**config.mk**
```make
export PLATFORM = sky130hd
export DESIGN_NAME = hclockdiv_multi_flat
export DESIGN_NICKNAME = d
export VERILOG_FILES = /design/src/rtl/hclockdiv_multi_if.sv /design/src/rtl/hclockdiv_multi.sv /design/src/flat_wrapper.sv
export SDC_FILE = /design/constraint.sdc
export NUM_CORES = 1
export LEC_CHECK = 0
export CORE_MARGIN = 2
export CORE_UTILIZATION = 38
export DETAILED_ROUTE_END_ITERATION = 10
export GPL_ROUTABILITY_DRIVEN = 1
export PLACE_DENSITY_LB_ADDON = 0.12
export REMOVE_ABC_BUFFERS = 1
export SYNTH_ARGS = -nofsm -noshare
export SYNTH_HDL_FRONTEND = slang
export SYNTH_SLANG_ARGS = --single-unit
```
**constraint.sdc**
```tcl
create_clock -name iclk -period 4.9 [get_ports iclk]
set_input_delay 0.49 -clock iclk [delete_from_list [all_inputs] [get_ports iclk]]
set_output_delay 0.49 -clock iclk [all_outputs]
set_load 0.005 [all_outputs]
```
**src/rtl/hclockdiv_multi_if.sv**
```systemverilog
// Control and status bundle for hclockdiv_multi.
//   ien       per-channel run enable (level)
//   iresync   1-cycle pulse: phase-align all running channels
//   idiv_wr   1-cycle write strobe for a half-period value
//   idiv_sel  channel index for the write
//   idiv_val  new half-period in iclk cycles (0 is ignored)
//   oclk      divided clocks, registered
//   otick     1-cycle pulse on each oclk 0->1 transition
//   orunning  channel is not idle
interface hclockdiv_multi_if #(
  parameter int NCH = 4,
  parameter int W   = 32,
  parameter int SW  = (NCH > 1) ? $clog2(NCH) : 1
);
  logic [NCH-1:0] ien;
  logic           iresync;
  logic           idiv_wr;
  logic [SW-1:0]  idiv_sel;
  logic [W-1:0]   idiv_val;
  logic [NCH-1:0] oclk;
  logic [NCH-1:0] otick;
  logic [NCH-1:0] orunning;

  modport master (output ien, iresync, idiv_wr, idiv_sel, idiv_val,
                  input  oclk, otick, orunning);
  modport slave  (input  ien, iresync, idiv_wr, idiv_sel, idiv_val,
                  output oclk, otick, orunning);
endinterface

```
**src/rtl/hclockdiv_multi.sv**
```systemverilog
// N-channel programmable 50%-duty clock divider with per-channel tick.
//   iclk, irst_n  system clock, synchronous active-low reset
//   bus           hclockdiv_multi_if slave (enables, resync, write port, outputs)
// Each channel counts iclk cycles up to its active half-period and toggles.
// The active half-period only reloads from pending at a toggle, at enable or
// on resync, so a half-phase never mixes two values.

// One divider channel. wr is already decoded (channel hit, nonzero value).
module hclockdiv_ch #(
  parameter int W            = 32,
  parameter int DEFAULT_HALF = 250000
) (
  input  logic         clk,
  input  logic         rst_n,
  input  logic         en,
  input  logic         resync,
  input  logic         wr,
  input  logic [W-1:0] val,
  output logic         div_clk,
  output logic         tick,
  output logic         running
);
  typedef enum logic [1:0] {IDLE, RUN, STOPPING} state_t;

  state_t       state, state_n;
  logic [W-1:0] count, count_n, active, active_n, pending, pending_n;
  logic         lvl, lvl_n, tick_n;
  logic         last;

  assign last = (count == active - W'(1));

  always_comb begin
    state_n   = state;
    count_n   = count;
    active_n  = active;
    lvl_n     = lvl;
    tick_n    = 1'b0;
    pending_n = wr ? val : pending;
    case (state)
      IDLE: begin
        if (en) begin
          state_n  = RUN;
          count_n  = '0;
          lvl_n    = 1'b0;
          active_n = pending;
        end
      end
      default: begin
        if (resync) begin
          // Resync wins over toggle and stop; a stopping channel just ends.
          count_n  = '0;
          lvl_n    = 1'b0;
          active_n = pending;
          if (state == STOPPING) state_n = IDLE;
        end else if (!en && !lvl) begin
          // Low phase: stopping now cannot produce a runt pulse.
          state_n = IDLE;
          count_n = '0;
        end else if (last) begin
          count_n  = '0;
          lvl_n    = ~lvl;
          active_n = pending;  // old pending if a write lands on this edge
          tick_n   = ~lvl;
          state_n  = (!en && lvl) ? IDLE : RUN;
        end else begin
          count_n = count + W'(1);
          state_n = en ? RUN : STOPPING;
        end
      end
    endcase
  end

  always_ff @(posedge clk) begin
    if (!rst_n) begin
      state   <= IDLE;
      count   <= '0;
      active  <= W'(DEFAULT_HALF);
      pending <= W'(DEFAULT_HALF);
      lvl     <= 1'b0;
      tick    <= 1'b0;
    end else begin
      state   <= state_n;
      count   <= count_n;
      active  <= active_n;
      pending <= pending_n;
      lvl     <= lvl_n;
      tick    <= tick_n;
    end
  end

  assign div_clk = lvl;
  assign running = (state != IDLE);
endmodule

module hclockdiv_multi #(
  parameter int NCH          = 4,
  parameter int W            = 32,
  parameter int DEFAULT_HALF = 250000
) (
  input  logic              iclk,
  input  logic              irst_n,
  hclockdiv_multi_if.slave  bus
);
  localparam int SW = (NCH > 1) ? $clog2(NCH) : 1;

  logic [NCH-1:0] wr_hit;

  for (genvar c = 0; c < NCH; c++) begin : g_ch
    // Out-of-range selects match no channel; zero half-periods are dropped.
    assign wr_hit[c] = bus.idiv_wr && (bus.idiv_val != '0) &&
                       (bus.idiv_sel == SW'(c));

    hclockdiv_ch #(.W(W), .DEFAULT_HALF(DEFAULT_HALF)) u_ch (
      .clk     (iclk),
      .rst_n   (irst_n),
      .en      (bus.ien[c]),
      .resync  (bus.iresync),
      .wr      (wr_hit[c]),
      .val     (bus.idiv_val),
      .div_clk (bus.oclk[c]),
      .tick    (bus.otick[c]),
      .running (bus.orunning[c])
    );
  end
endmodule
```
**src/flat_wrapper.sv**
```systemverilog
// flat-port wrapper written by rule: the top's interface ports become plain ports
module hclockdiv_multi_flat 
#(
  parameter int NCH          = 4,
  parameter int W            = 32,
  parameter int DEFAULT_HALF = 250000
)
  (iclk, irst_n, bus_ien, bus_iresync, bus_idiv_wr, bus_idiv_sel, bus_idiv_val, bus_oclk, bus_otick, bus_orunning);
  hclockdiv_multi_if #(.NCH(NCH), .W(W)) bus_i ();
  input  logic iclk;
  input  logic irst_n;
  input wire logic [$bits(bus_i.ien)-1:0] bus_ien;
  input wire logic [$bits(bus_i.iresync)-1:0] bus_iresync;
  input wire logic [$bits(bus_i.idiv_wr)-1:0] bus_idiv_wr;
  input wire logic [$bits(bus_i.idiv_sel)-1:0] bus_idiv_sel;
  input wire logic [$bits(bus_i.idiv_val)-1:0] bus_idiv_val;
  output wire logic [$bits(bus_i.oclk)-1:0] bus_oclk;
  output wire logic [$bits(bus_i.otick)-1:0] bus_otick;
  output wire logic [$bits(bus_i.orunning)-1:0] bus_orunning;
  assign bus_i.ien = bus_ien;
  assign bus_i.iresync = bus_iresync;
  assign bus_i.idiv_wr = bus_idiv_wr;
  assign bus_i.idiv_sel = bus_idiv_sel;
  assign bus_i.idiv_val = bus_idiv_val;
  assign bus_oclk = bus_i.oclk;
  assign bus_otick = bus_i.otick;
  assign bus_orunning = bus_i.orunning;
  hclockdiv_multi #(.NCH(NCH), .W(W), .DEFAULT_HALF(DEFAULT_HALF)) u_core (.iclk(iclk), .irst_n(irst_n), .bus(bus_i));
endmodule
```
== Word-level counts from Yosys, hierarchy flattened ==
Cells that the tools add are included.
Storage, ports and cells
  flip-flop bits (word level): 400
  bits of input ports: 42
  output and inout bits: 12
Cells by class
  add/sub/neg operators: 8
  equal/unequal tests: 23
  multiplexer cells: 92
  bitwise logic cells: 9
  reductions and logical operators: 47
Operators with widths (number)
  $mux W32: 40
  $add A32 B1 Y32 const B: 4
  $eq A32 B32 Y1: 4
  $sub A32 B1 Y32 const B: 4
  $mux W2: 28
  $reduce_bool A32 Y1: 1
  $mux W1: 24
  $reduce_or A5 Y1: 4
  $logic_and A1 B1 Y1: 13
  $eq A2 B2 Y1 const B: 6
  $ne A3 B1 Y1 const B: 4
  $ne A3 B2 Y1 const B: 4
  $reduce_and A3 Y1: 4
  $reduce_bool A3 Y1: 4
  $logic_not A2 Y1: 5
  $not A1 Y1: 9
  $logic_not A1 Y1: 8
  $ne A2 B2 Y1 const B: 4
  $reduce_and A2 Y1: 4
  $reduce_bool A2 Y1: 4
  $eq A2 B1 Y1 const B: 1

== Logic depth before layout (Yosys ltp) ==
  word-level depth: 7
  gate-level depth with buffers: 14
  gate-level depth less buffers: 11

== Modules after synthesis ==
Synthesis repeated with hierarchy kept, for this count alone.
Second synthesis, totals
  cells, all modules: 2643
  area, all modules: 22396.5 sq um
By module, submodules not included
  hclockdiv_ch (u_core.g_ch[0].u_ch ...): times used 2, cells an instance 666, area an instance 5564.1 sq um, sequential area each 2001.9 sq um
  hclockdiv_ch (u_core.g_ch[3].u_ch): times used 1, cells an instance 646, area an instance 5585.4 sq um, sequential area each 2001.9 sq um
  hclockdiv_ch (u_core.g_ch[2].u_ch): times used 1, cells an instance 646, area an instance 5567.8 sq um, sequential area each 2001.9 sq um
  hclockdiv_multi: times used 1, cells an instance 19, area an instance 115.1 sq um, sequential area each 0.0 sq um

== Worst setup path before layout ==
No wires, ideal clock.
  path type: reg-to-reg
  start point: reg u_core.g_ch[0].u_ch.active[6]
  end point: reg u_core.g_ch[0].u_ch.active[10]
  setup time: 0.072 ns
  data arrival time: 3.486 ns
  slack: 1.342 ns
  cell stages (with the launch flop): 12
  clock period less this slack: 3.558 ns
  path through: dfxtp_1 > clkbuf_1 > or4_1 > or4_1 > nor4_1 > xnor2_1 > or3b_2 > nor3_1 > nand4_1 > a22oi_2 > buf_4 > mux2i_1
Between the ends
  longest elaborated chain between the ends: 4
RTL lines
  from (decl): RTL line hclockdiv_multi.sv:26  | logic [W-1:0] count, count_n, active, active_n, pending, pending_n;
  from (signal assigned): RTL line hclockdiv_multi.sv:77  | active <= W'(DEFAULT_HALF);
  from (signal assigned): RTL line hclockdiv_multi.sv:84  | active <= active_n;
  $sub A32 B1 Y32: RTL line hclockdiv_multi.sv:30  | assign last = (count == active - W'(1));
  $eq A32 B32 Y1: RTL line hclockdiv_multi.sv:30
  $reduce_bool A3 Y1 (no source line)
  $reduce_and A3 Y1 (no source line)
No other way between the ends.
A chain may end at the register's enable or synchronous reset.

== Worst setup path after layout ==
  start point: reg u_core.g_ch[3].u_ch.active[2]
  end point: reg u_core.g_ch[3].u_ch.active[28]
Between the ends
  longest elaborated chain between the ends: 4
RTL lines (RTL line)
  from (decl): hclockdiv_multi.sv:26
  from (signal assigned): hclockdiv_multi.sv:77
  from (signal assigned): hclockdiv_multi.sv:84
  $sub A32 B1 Y32: hclockdiv_multi.sv:30
  $eq A32 B32 Y1: hclockdiv_multi.sv:30
  $reduce_bool A3 Y1 (no source line)
  $reduce_and A3 Y1 (no source line)
No other way between the ends.

==> results.md <==
- Status: finished clean
- # IOs: 54
- PortBufs: 53
- Via count: 19800
- Yosys warning total: 0
- Total grt overflow: 0
- Final hold viol count: 0
- Setup Buffers After CTS: 0
- Worst min-delay path class: input port to flip-flop
- Worst Skew: 0.0104 ns
- Worst-margin pin slew: approximately 1.3 ns
- Setup TNS: 0 ns
- Synth Flop Type: dfxtp_1
- Sinks on Clock Net: 400
- Worst path bufs/invs: 1
- Global-route wire length before repair: 105000 um
- Layout cells sized above 1: approximately 6.5%
- Initial DRC Count: 1258
- Root Driver: clkbuf_16
- RSZ-0062 raised after global routing: false
- DRT Wirelength: 66100 um
- Synth Area per Inst: 7.93 um^2
- R2R depth: 10
- Die area: 60200 um^2
- Clock transition at path regs: 0.06 ns
- Routability Congestion: 0.881
- Minimum clock period: 4.16 ns
- Final instance area: around 25000 um^2
- Final setup viols: 0
- Psw: 1890 uW
- Initial Utilization: 38.4%
- Sw Share: 25.1%
- Layout area overhead: 11.8%
- Slowest stage delay, CP: between 0.6 and 0.7 ns
- Hold buffer count at cts: 0
- H-tree depth: 2
- Vias/cell: 5.58
- Sequential-to-total area share from yosys stat: 36.2%
- Delay-heaviest family, CP: simple AND/OR/NAND/NOR gates
- Die width: 245 um
- M3 GR Usage: 2.95%
- GR Util met1: ~29%
- Worst path arrival time: 4.69 ns
- P per Cell Area: approximately 300 nW/um^2
- Worst Path Required: 5.42 ns
- Startpoint types: flip-flop
- Fin crit share: 85.0%
- Crit-path max FO: 33
- DR pass1 iterations: 5
- Top-area cell type share of the netlist area: a little over a third
- Drc violations: 0
- Peak supply drop: between 0.2 and 0.3 mV
- CP max-delay cell: nor4_1
- Post-CTS Resized: 0
- Max-cap viol count: 0
- Num CTS Buffers: 48
- EDFF count, synth: 0
- Count leader, synth: nand2_1
- Synth Cell Area: 22100 um^2
- Synth top area cells: dfxtp_1 (36%), mux2i_1 (9.5%), nand2_1 (9.1%)
- Async S/R FF share, synth: 0%
- Largest net degree at the start of global routing: 115
- Cells after Synth: approximately 2800
- FP Rows: 88
- DP HPWL: roughly 46000 um
- Count of cell types in the netlist: 84
- Busiest grt layer: met2
- Pint: 5620 uW
- Initial antenna violation count: 0
- Cell Area, Placed: 23200 um^2
- Post-route ant nets: 0
- Cell taking the most area after synthesis: dfxtp_1
- Register bit total from synthesis: 400
- GR Util All Layers: between 20% and 30%
- Leak pwr: 0.00918 uW
- Slew Limit Fails: 0
- Max Fclk: around 0.24 GHz
- WL/cell: 18.7 um
- Nets: 2795
- Critical path depth: 10
- Crit Path Class: flip-flop to flip-flop
- Logic gate share of total power: 8.0%
- CTS tree: built
- # diodes: 0
- Critical path, cell by cell: or4_1 -> nor4_1 -> and2_1 -> nor4b_1 -> o32a_1 -> a21oi_1 -> nor4bb_1 -> o31a_2 -> buf_4 -> mux2i_1
- Met2 global-route usage: roughly 36%
- Vias in the first global route: 18800
- Clock share of power: 47.1%
- Hold Path Depth: 3
- Crit end category: flip-flop
- Worst skew pair latency: about 0.60 ns
- Die Ht: roughly 250 um
- CTS Buffer Depth: 3
- Max-slew headroom: 9.70%
- Most frequent cells after synthesis: nand2_1 (534), dfxtp_1 (400), nor2_1 (244)
- Flop pwr share: 44.9%
- Core Region: 57600 um^2
==> state kept, by name, indices dropped and copies added (netlist names) <==
signal	flops
u_core.g_ch.u_ch.tick	4
u_core.g_ch.u_ch.div_clk	4
u_core.g_ch.u_ch.active	128
u_core.g_ch.u_ch.state	8
u_core.g_ch.u_ch.count	128
u_core.g_ch.u_ch.pending	128
==> metrics by stage <==
stage | setup WS (ns) | power (uW) | utilization, % | hold WS, ns | cells
final | 0.736 | 7510 | 43.0 | 0.339 | 3544
after global routing | 0.332 | 7800 | 43.0 | 0.349 | 3544
after CTS | 0.793 | 7620 | 43.0 | 0.311 | 3544
after detailed placement | 0.816 | 4040 | 40.3 | 0.447 | 3460
after global placement | 0.886 | 4040 | 40.3 | 0.445 | 3460
after floorplan | -0.823 | 3780 | - | 0.437 | 2595
==> cell usage in the layout, fill, tap and decap left out, types with 9 or more instances in the layout <==
master / n
o211ai_1: 15
nor2_1: 242
nor4b_1: 11
nor4_1: 83
mux2i_1: 209
clkdlybuf4s50_1: 52
o22ai_1: 9
or2_2: 23
and2_1: 18
or3_1: 27
buf_4: 44
nand3_1: 111
o21a_1: 21
a22o_1: 26
a22oi_1: 10
nand2_1: 532
or4_1: 27
o31ai_1: 15
clkbuf_1: 9
and4_1: 13
clkbuf_8: 10
dfxtp_1: 400
clkbuf_16: 49
nand4_1: 72
nor3b_1: 13
a31oi_1: 24
and3_1: 30
a21oi_1: 85
inv_1: 50
xor2_1: 61
xnor2_1: 120
nor3_1: 71
a21o_1: 24
o311ai_0: 33
nor2b_1: 13
o21ai_0: 59
nand2b_1: 15
==> layer usage <==
metal  routed length [um]  part of all wire [%]
met5                    0                     0
met1                31100                    47
met4                 1640                   2.5
met3                 2680                   4.0
met2                30700                    46
==> power groups by stage <==
stage / combinational [uW] / sequential, uW / clock (uW)
2_1_floorplan: 352 / 3430 / 0
5_1_grt: 652 / 3380 / 3770
4_1_cts: 600 / 3370 / 3650
3_3_place_gp: 592 / 3440 / 0
6_report: 599 / 3370 / 3540
3_5_place_dp: 598 / 3450 / 0
==> worst paths after layout <==
kind                                   start                              end  slack [ns]
max            u_core.g_ch[3].u_ch.active[2]   u_core.g_ch[3].u_ch.active[28]        0.74
min reg2reg  u_core.g_ch[1].u_ch.pending[13]  u_core.g_ch[1].u_ch.pending[13]        0.45
min                                   irst_n   u_core.g_ch[2].u_ch.active[31]        0.34
max reg2reg    u_core.g_ch[3].u_ch.active[2]   u_core.g_ch[3].u_ch.active[28]        0.74
==> worst reg2reg max path: cells and delay by family (launching register included) <==
kind	cells	cell delay, ns
buf+inv	1	0.47
simple gates	5	2.38
mux	1	0.29
compound gates	3	0.53
flops	1	0.43
==> kinds of logic after synthesis <==
group	synth area share [%]
XOR/XNOR	7.17
buffers and inverters	4.79
adder cells (fa/ha/maj)	0.452
AND/OR/NAND/NOR	29.2
AO/OA/AOI/OAI	12.7
flip-flops	36.2
multiplexers	9.51
==> cell type report <==
| class | instances | area, um^2 |
|---|---|---|
| Inverter | 51 | 196 |
| Fill cell | 5778 | 32800 |
| Timing Repair Buffer | 100 | 922 |
| Clock buffer | 68 | 1400 |
| Multi-Input combinational cell | 2144 | 13100 |
| Tap cell | 765 | 957 |
| Clock inverter | 16 | 150 |
| Sequential cell | 400 | 8010 |
(Power assumes the default switching activity.)
